File: config.mk
export PLATFORM = sky130hd
export DESIGN_NAME = parity_frame_ctrl
export DESIGN_NICKNAME = d
export VERILOG_FILES = /design/src/rtl/parity_frame_ctrl.sv
export SDC_FILE = /design/constraint.sdc
export NUM_CORES = 1
export LEC_CHECK = 0
export BUFFER_PORTS_ARGS = -buffer_cell sky130_fd_sc_hd__buf_2
export CAP_MARGIN = 20
export CORE_ASPECT_RATIO = 0.7
export CORE_UTILIZATION = 59
export DETAILED_ROUTE_END_ITERATION = 10
export GPL_ROUTABILITY_DRIVEN = 0
export PLACE_DENSITY = 0.82
export SYNTH_ARGS = -nofsm -noshare
export SYNTH_HDL_FRONTEND = slang
export SYNTH_SLANG_ARGS = --single-unit
File: constraint.sdc
create_clock -name clk -period 3.2 [get_ports clk]
set_clock_uncertainty 0.05 [all_clocks]
set_input_delay 0.16 -clock clk [delete_from_list [all_inputs] [get_ports clk]]
set_output_delay 0.16 -clock clk [all_outputs]
set_load 0.005 [all_outputs]
File: src/rtl/parity_frame_ctrl.sv
// parity_frame_ctrl: frames a parallel payload into a serial line.
// Frame layout: start bit (0), DATA_W payload bits LSB first, one
// parity bit, stop bit (1). Every bit is held for CYC_PER_BIT clocks.
// The payload and parity sense are captured at accept, so input changes
// during a frame have no effect on it.
module parity_frame_ctrl #(
    parameter int DATA_W      = 8,
    parameter int CYC_PER_BIT = 4
) (
    input  logic              clk,
    input  logic              rst_n,
    input  logic [DATA_W-1:0] in_data,
    input  logic              in_valid,
    output logic              in_ready,
    input  logic              odd_sel,
    input  logic              abort,
    output logic              tx_out,
    output logic              busy,
    output logic              frame_done
);

    localparam int CNT_W = (CYC_PER_BIT > 1) ? $clog2(CYC_PER_BIT) : 1;
    localparam int IDX_W = (DATA_W > 1) ? $clog2(DATA_W) : 1;
    localparam logic [CNT_W-1:0] CNT_LAST = CNT_W'(CYC_PER_BIT - 1);
    localparam logic [IDX_W-1:0] IDX_LAST = IDX_W'(DATA_W - 1);

    typedef enum logic [2:0] {
        ST_IDLE,
        ST_START,
        ST_DATA,
        ST_PARITY,
        ST_STOP
    } state_t;

    state_t            state_q;
    logic [DATA_W-1:0] shift_q;
    logic [CNT_W-1:0]  cnt_q;
    logic [IDX_W-1:0]  idx_q;
    logic              acc_q;   // running XOR of the payload bits sent so far
    logic              odd_q;   // parity sense captured at accept
    logic              tx_q;
    logic              done_q;

    logic              bit_end;
    logic [DATA_W-1:0] shift_nxt;

    // The final clock of each bit period; the counter counts down to zero.
    assign bit_end   = (cnt_q == '0);
    assign shift_nxt = shift_q >> 1;

    assign in_ready   = (state_q == ST_IDLE);
    assign busy       = (state_q != ST_IDLE);
    assign tx_out     = tx_q;
    assign frame_done = done_q;

    // Frame sequencer; tx_out and frame_done are registered alongside the state.
    always_ff @(posedge clk or negedge rst_n) begin
        if (!rst_n) begin
            state_q <= ST_IDLE;
            shift_q <= '0;
            cnt_q   <= '0;
            idx_q   <= '0;
            acc_q   <= 1'b0;
            odd_q   <= 1'b0;
            tx_q    <= 1'b1;
            done_q  <= 1'b0;
        end else begin
            done_q <= 1'b0;
            if ((state_q != ST_IDLE) && abort) begin
                // Abandon the frame: line back to idle, no completion pulse.
                state_q <= ST_IDLE;
                tx_q    <= 1'b1;
            end else begin
                case (state_q)
                    ST_IDLE: begin
                        if (in_valid) begin
                            shift_q <= in_data;
                            odd_q   <= odd_sel;
                            acc_q   <= 1'b0;
                            cnt_q   <= CNT_LAST;
                            idx_q   <= '0;
                            tx_q    <= 1'b0;
                            state_q <= ST_START;
                        end
                    end
                    ST_START: begin
                        if (bit_end) begin
                            cnt_q   <= CNT_LAST;
                            tx_q    <= shift_q[0];
                            state_q <= ST_DATA;
                        end else begin
                            cnt_q <= cnt_q - CNT_W'(1);
                        end
                    end
                    ST_DATA: begin
                        if (bit_end) begin
                            acc_q <= acc_q ^ shift_q[0];
                            cnt_q <= CNT_LAST;
                            if (idx_q == IDX_LAST) begin
                                // Parity includes the bit just finished.
                                tx_q    <= acc_q ^ shift_q[0] ^ odd_q;
                                state_q <= ST_PARITY;
                            end else begin
                                idx_q   <= idx_q + IDX_W'(1);
                                shift_q <= shift_nxt;
                                tx_q    <= shift_nxt[0];
                            end
                        end else begin
                            cnt_q <= cnt_q - CNT_W'(1);
                        end
                    end
                    ST_PARITY: begin
                        if (bit_end) begin
                            cnt_q   <= CNT_LAST;
                            tx_q    <= 1'b1;
                            state_q <= ST_STOP;
                        end else begin
                            cnt_q <= cnt_q - CNT_W'(1);
                        end
                    end
                    ST_STOP: begin
                        if (bit_end) begin
                            tx_q    <= 1'b1;
                            done_q  <= 1'b1;
                            state_q <= ST_IDLE;
                        end else begin
                            cnt_q <= cnt_q - CNT_W'(1);
                        end
                    end
                    default: begin
                        tx_q    <= 1'b1;
                        state_q <= ST_IDLE;
                    end
                endcase
            end
        end
    end

endmodule

==> reports/metrics.yaml, run 1 <==
outcome:
  status: "finished, final reports clean"
clock_tree:
  clkLatencyLatePin_ps: 300
  hold_buffers: 1
  h-tree-depth: 1
  clk_pin_slew_ps: 110
  clock_sinks: 20
  cts_made_buffers: 3
  cts_root_buffer: "clkbuf_4"
  cts_setup_buffers: 0
  cts_tree: "done"
  post_cts_resized: 0
  cts_buffer_depth: 2
floorplanning:
  die_width_um: 53.69
  top_level_ports: 17
  num_rows: 12
  initial_core_util_pct: 66.22
  dieArea_sq_um: 2050
  coreArea_sq_um: 1667
  die_y_um: 38.19
critical_path:
  worstPathArrival_ps: 2170
  reg2reg_from: "state_q[1]$_DFFE_PN0P_"
  cp-start-kind: "register"
  cp-end-kind: "register"
  reg2reg_depth: 4
  critPathMaxFanout: 25
  critPathKind: "reg -> reg"
  cp.required_ps: 3340
  worstReg2RegEnd: "cnt_q[1]$_DFFE_PN0P_"
  regToRegSetupSlack_ps: 1180
synth:
  syn_nets: 129
  synthAdderAreaFrac_pct: 3.401
  synthCells: 113
  synthXorXnorAreaFrac_pct: 2.948
  ys_seq_area_share_pct: 45.46
  avgSynthCellArea_sq_um: 9.766
  muxShareOfSynthArea_pct: 11.22
  synth_enable_flop_cells: 0
  synth_top_area_share_pct: 43.08
  ys_top_cells_by_area: "dfrtp_1, mux2i_1, nand2_1, o21ai_1, ha_1"
  synth_compound_area_share_pct: 12.93
  synth-simple-area-share_pct: 18.25
  synth_commonest_cells: "dfrtp_1, nand2_1, o21ai_1"
  ys_ff_latch: 20
  ys_types: 34
  ys.flop_type: "dfrtp_1"
  synthesis.area_sq_um: 1104
  synth.most_common_cell: "dfrtp_1"
  synth_warnings: 0
  synth_largest_area_cell: "dfrtp_1"
  synthArstFlopShare_pct: 100.0
  synth_top_family_by_area: "simple AND/OR/NAND/NOR gates"
min_path:
  hold_end: "odd_q$_DFFE_PN0P_"
  hold_path_startpoint: "odd_sel"
  hold_class: "in -> reg"
  hold_depth: 2
global_route:
  antenna_found_initial: 0
  track_usage_pct: 22.64
  grt_pass1_wl_mm: 3.187
  grt_pass1_vias: 744
  grt_max_degree: 26
  overflow: 0
cells_and_area:
  regArea_sq_um: 501.7
  diodes: 0
  fillCellCount: 133
  multiInputGateArea_sq_um: 538.0
  postLayoutCoreUtil_pct: 72.52
  fin_nets: 145
  drive_above_1_share_pct: 17.19
  area_growth_pct: 9.524
sta:
  tightestPinTransition_ps: 863.3
  finalCritPeriodShare_pct: 63.20
  drv_slew: 0
  period_needed_ps: 2022
  rsz0062_at_grt: "false"
  final_hold_viol_count: 0
  tns_ps: 0
  layout_setup_ws_ps: 1178
  whs_ps: 29.35
  finalSetupViolCount: 0
  fmax_mhz: 494.5
  maxSlewHeadroom_pct: 42.45
pwr:
  p_per_area_nw_per_um2: 718.1
  ir_drop_mv: 0.4721
  p_leak_uw: 0.0005599
drt:
  drt-initial-drc-count: 19
  routed_wl_mm: 1.931
  vias_per_cell: 5.617
  drc: 0
  ant_nets: 0
  vias: 837
  drt_pass1_iterations: 4
  routedWlPerCell_um: 12.96
flow_run:
  cap_violations: 0
place:
  post-place-ws_ps: 1197
  dp_hpwl_mm: 1.400
  io_buffers: 16
[report_power, final]
| group | internal [uW] | switching (uW) |
|---|---|---|
| clock network | 48.6 | 72.9 |
| registers | 340 | 79.1 |
| logic | 162 | 165 |
[placed cells by master, fill, tap and decap left out, types with 2 or more instances in the layout]
cell type  Yosys  final
ha_1           3      3
a211oi_1       2      2
mux2i_1        9      9
nor3_1         4      4
or3_1          2      2
a21oi_1        4      4
mux2_1         3      3
buf_2          3     16
dfrtp_1       19     19
clkbuf_4       0      3
nor2b_1        2      2
nor2_1         4      4
nand2_1       18     18
o21ai_1       12     12
inv_1          5      5
nand2b_1       2      2
[registers in the layout (all words and copies together), names as in the netlist]
signal	flops
acc_q	1
tx_out	1
frame_done	1
shift_q	8
cnt_q	2
state_q	3
odd_q	1
idx_q	3
[logic make-up after synthesis]
group,Yosys count
AOI/OAI and AO/OA,24
xor gates and xnor gates,2
adders and majority gates,3
buffers and inverters,12
DFF,20
muxes,12
and+or+nand+nor,40
[layout make-up]
type,count,area share (%)
repair buffers,18,8.075
multi-input cells,81,44.51
inverters,5,1.553
clock buffers,4,2.174
flip-flops and latches,20,41.51
well taps,21,2.174
[layer usage]
| layer | GRT usage, % | part of all wire, % | vias to the layer above |
|---|---|---|---|
| met2 | 34.26 | 43 | 16 |
| li1 | - | - | 425 |
| met1 | 31.14 | 51 | 394 |
| met4 | 3.947 | 0.41 | 0 |
| met3 | 8.333 | 4.8 | 2 |
| met5 | 0 | 0 | - |
[worst max-delay path by stage]
stage | start | endpoint | slack (ps) | depth (start not counted)
3_3_place_gp | state_q[1]$_DFFE_PN0P_ | cnt_q[1]$_DFFE_PN0P_ | 1250 | 4
3_5_place_dp | state_q[1]$_DFFE_PN0P_ | cnt_q[1]$_DFFE_PN0P_ | 1200 | 4
5_1_grt | state_q[1]$_DFFE_PN0P_ | cnt_q[1]$_DFFE_PN0P_ | 1070 | 3
2_1_floorplan | idx_q[0]$_DFFE_PN0P_ | idx_q[0]$_DFFE_PN0P_ | 1550 | 7
6_report | state_q[1]$_DFFE_PN0P_ | cnt_q[1]$_DFFE_PN0P_ | 1180 | 4
4_1_cts | state_q[1]$_DFFE_PN0P_ | cnt_q[1]$_DFFE_PN0P_ | 1180 | 4
[stage by stage]
stage / cell area (sq um) / std cells / power (uW)
2_1_floorplan: 1104 / 113 / 673.7
3_3_place_gp: 1172 / 144 / 729.3
3_5_place_dp: 1172 / 144 / 750.1
4_1_cts: 1209 / 149 / 876.2
5_1_grt: 1209 / 149 / 935.5
6_report: 1209 / 149 / 867.9
[critical path: stages, from the launching register on]
cell and delay [ps]:
dfrtp_1 920, or2_1 250, a211oi_1 80, a31oi_1 270
mux2_1 350
Note: power is estimated with default switching activity, not from simulation.
==> run 2, diff against run 1 <==
--- a/config.mk
+++ b/config.mk
@@ -8,10 +8,10 @@
 export BUFFER_PORTS_ARGS = -buffer_cell sky130_fd_sc_hd__buf_2
 export CAP_MARGIN = 20
 export CORE_ASPECT_RATIO = 0.7
-export CORE_UTILIZATION = 59
+export CORE_UTILIZATION = 55
 export DETAILED_ROUTE_END_ITERATION = 10
 export GPL_ROUTABILITY_DRIVEN = 0
-export PLACE_DENSITY = 0.82
+export PLACE_DENSITY = 0.78
 export SYNTH_ARGS = -nofsm -noshare
 export SYNTH_HDL_FRONTEND = slang
 export SYNTH_SLANG_ARGS = --single-unit
==> constraint.sdc (replaced) <==
create_clock -name clk -period 2.05 [get_ports clk]
set_clock_uncertainty 0.05 [all_clocks]
set_input_delay 0.1025 -clock clk [delete_from_list [all_inputs] [get_ports clk]]
set_output_delay 0.1025 -clock clk [all_outputs]
set_load 0.005 [all_outputs]
==> reports/metrics.yaml, run 2 (synthesis gave the netlist of run 1 again) <==
sta:
  final_hold_viol_count: 0  # unchanged
  period_needed_ps: 1799  # was 2022 ps
  tns_ps: 0  # unchanged
  fmax_mhz: 555.8  # was 494.5 MHz
  finalSetupViolCount: 0  # unchanged
  rsz0062_at_grt: "false"  # unchanged
  maxSlewHeadroom_pct: 71.10  # was 42.45%
  drv_slew: 0  # unchanged
  finalCritPeriodShare_pct: 87.76  # was 63.20%
  tightestPinTransition_ps: 433.5  # was 863.3 ps
  layout_setup_ws_ps: 250.9  # was 1178 ps
  whs_ps: 9.630  # was 29.35 ps
clock_tree:
  cts_made_buffers: 3  # unchanged
  cts_buffer_depth: 2  # unchanged
  h-tree-depth: 1  # unchanged
  clkLatencyLatePin_ps: 300  # about the same
  cts_setup_buffers: 0  # unchanged
  clock_sinks: 20  # unchanged
  hold_buffers: 3  # was 1
  cts_tree: "done"  # unchanged
  post_cts_resized: 0  # unchanged
  cts_root_buffer: "clkbuf_4"  # unchanged
  clk_pin_slew_ps: 110  # about the same
global_route:
  overflow: 0  # unchanged
  grt_pass1_vias: 765  # was 744
  grt_max_degree: 23  # was 26
  antenna_found_initial: 0  # unchanged
  track_usage_pct: 21.61  # was 22.64%
  grt_pass1_wl_mm: 3.436  # was 3.187 mm
floorplanning:
  coreArea_sq_um: 1871  # was 1667 sq um
  initial_core_util_pct: 59.00  # was 66.22%
  dieArea_sq_um: 2192  # was 2050 sq um
  die_width_um: 55.54  # was 53.69 um
  die_y_um: 39.48  # was 38.19 um
  num_rows: 13  # was 12
  top_level_ports: 17  # unchanged
drt:
  drt_pass1_iterations: 4  # unchanged
  routed_wl_mm: 2.112  # was 1.931 mm
  wl_met1_mm: 1.029  # was 992 um
  drt-initial-drc-count: 15  # was 19
  vias: 870  # was 837
  vias_per_cell: 5.649  # was 5.617
  highest_layer: "met4"  # unchanged
  routedWlPerCell_um: 13.71  # was 12.96 um
  routed-wl-met2_um: 956  # was 837 um
  route.met3.wl_um: 97  # was 93 um
  ant_nets: 0  # unchanged
  drc: 0  # unchanged
cells_and_area:
  fin_area_sq_um: 1271  # was 1209 sq um
  mostFrequentLayoutCells: "dfrtp_1, nand2_1, buf_2"  # unchanged
  diodes: 0  # unchanged
  area_growth_pct: 15.19  # was 9.524%
  final_common_cell: "dfrtp_1"  # unchanged
  reg.largest.list: "shift_q (8), idx_q (3), state_q (3)"  # unchanged
  regMostFlops: "shift_q"  # unchanged
  largest_reg_flops: 8  # unchanged
  drive_above_1_share_pct: 18.94  # was 17.19%
  fin_nets: 149  # was 145
critical_path:
  cp.required_ps: 2240  # was 3340 ps
  cpPeakStageDelay_ps: 520  # was 920 ps
  worstPathArrival_ps: 1990  # was 2170 ps
  critPathMaxFanout: 3  # was 25
  cp-start-kind: "register"  # unchanged
  cp-end-kind: "register"  # unchanged
  crit_top_cell: "ha_1"
  cpMaxStageDelayCell: "or4b_1"  # was dfrtp_1
  cp_cell_sequence: "ha_1 -> ha_1 -> mux2i_1 -> or4b_1 -> a22oi_2"  # was or2_1 -> a211oi_1 -> a31oi_1 -> mux2_1
  critPathKind: "reg -> reg"  # unchanged
outcome:
  status: "finished, final reports clean"  # unchanged
pwr:
  p_per_area_nw_per_um2: 1191  # was 718.1 nW/um^2
  p_leak_uw: 0.0005920  # was 0.0005599 uW
  power_uw: 1514  # was 867.9 uW
  ir_drop_mv: 0.8853  # was 0.4721 mV
place:
  io_buffers: 16  # unchanged
  post-place-ws_ps: 304.2  # was 1197 ps
  placed_area_sq_um: 1189  # was 1172 sq um
  dp_hpwl_mm: 1.528  # was 1.400 mm
flow_run:
  cap_violations: 0  # unchanged
min_path:
  hold_class: "in -> reg"  # unchanged
==> run 2: final cells by class <==
cell class,count,area [sq um]
fill,140,599.3
timing repair buffer,22,132.6
inverter,5,18.77
sequential,20,501.7
multi-input combinational,81,538.0
clock inverter,1,30.03
tap,22,27.53
clock buffer,3,22.52
==> run 2: layer usage <==
layer  up-vias  global-route usage (%)
met2        22                   34.64
met4         0                   6.875
li1        437                       -
met1       405                   27.89
met3         6                   7.591
met5         -                       0
==> run 2: path summary, 6_finish.rpt <==
kind                                         from                endpoint  slack, ps  depth (start not counted)
max                          idx_q[0]$_DFFE_PN0P_      tx_out$_DFFE_PN1P_        250                          5
min                                    in_data[3]  shift_q[3]$_DFFE_PN0P_         10                          3
max reg2reg                  idx_q[0]$_DFFE_PN0P_      tx_out$_DFFE_PN1P_        250                          5
min reg2reg                shift_q[3]$_DFFE_PN0P_  shift_q[3]$_DFFE_PN0P_        450                          2
max in group asynchronous                   rst_n      tx_out$_DFFE_PN1P_       1410                          2
min in group asynchronous                   rst_n  state_q[0]$_DFFE_PN0P_        200                          2
==> run 2: stage by stage <==
stage	cells	utilization (%)
4_1_cts	154	67.96
6_report	154	67.96
3_5_place_dp	147	63.55
2_1_floorplan	113	-
3_3_place_gp	147	63.55
5_1_grt	154	67.96
==> run 2: worst max-delay path: cells and delay by family, from the launching register on <==
kind,cells,cell delay [ps]
AO/OA/AOI/OAI,1,170
adder cells (fa/ha/maj),2,440
AND/OR/NAND/NOR,1,520
multiplexers,1,140
flip-flops,1,420
==> run 2: report_power, final <==
part	total [uW]	leakage (uW)	switching [uW]	internal, uW
Sequential	639	0.000251	107	532
Clock	321	0.0000279	123	198
Combinational	555	0.000313	292	263
Total	1510	0.000592	522	992
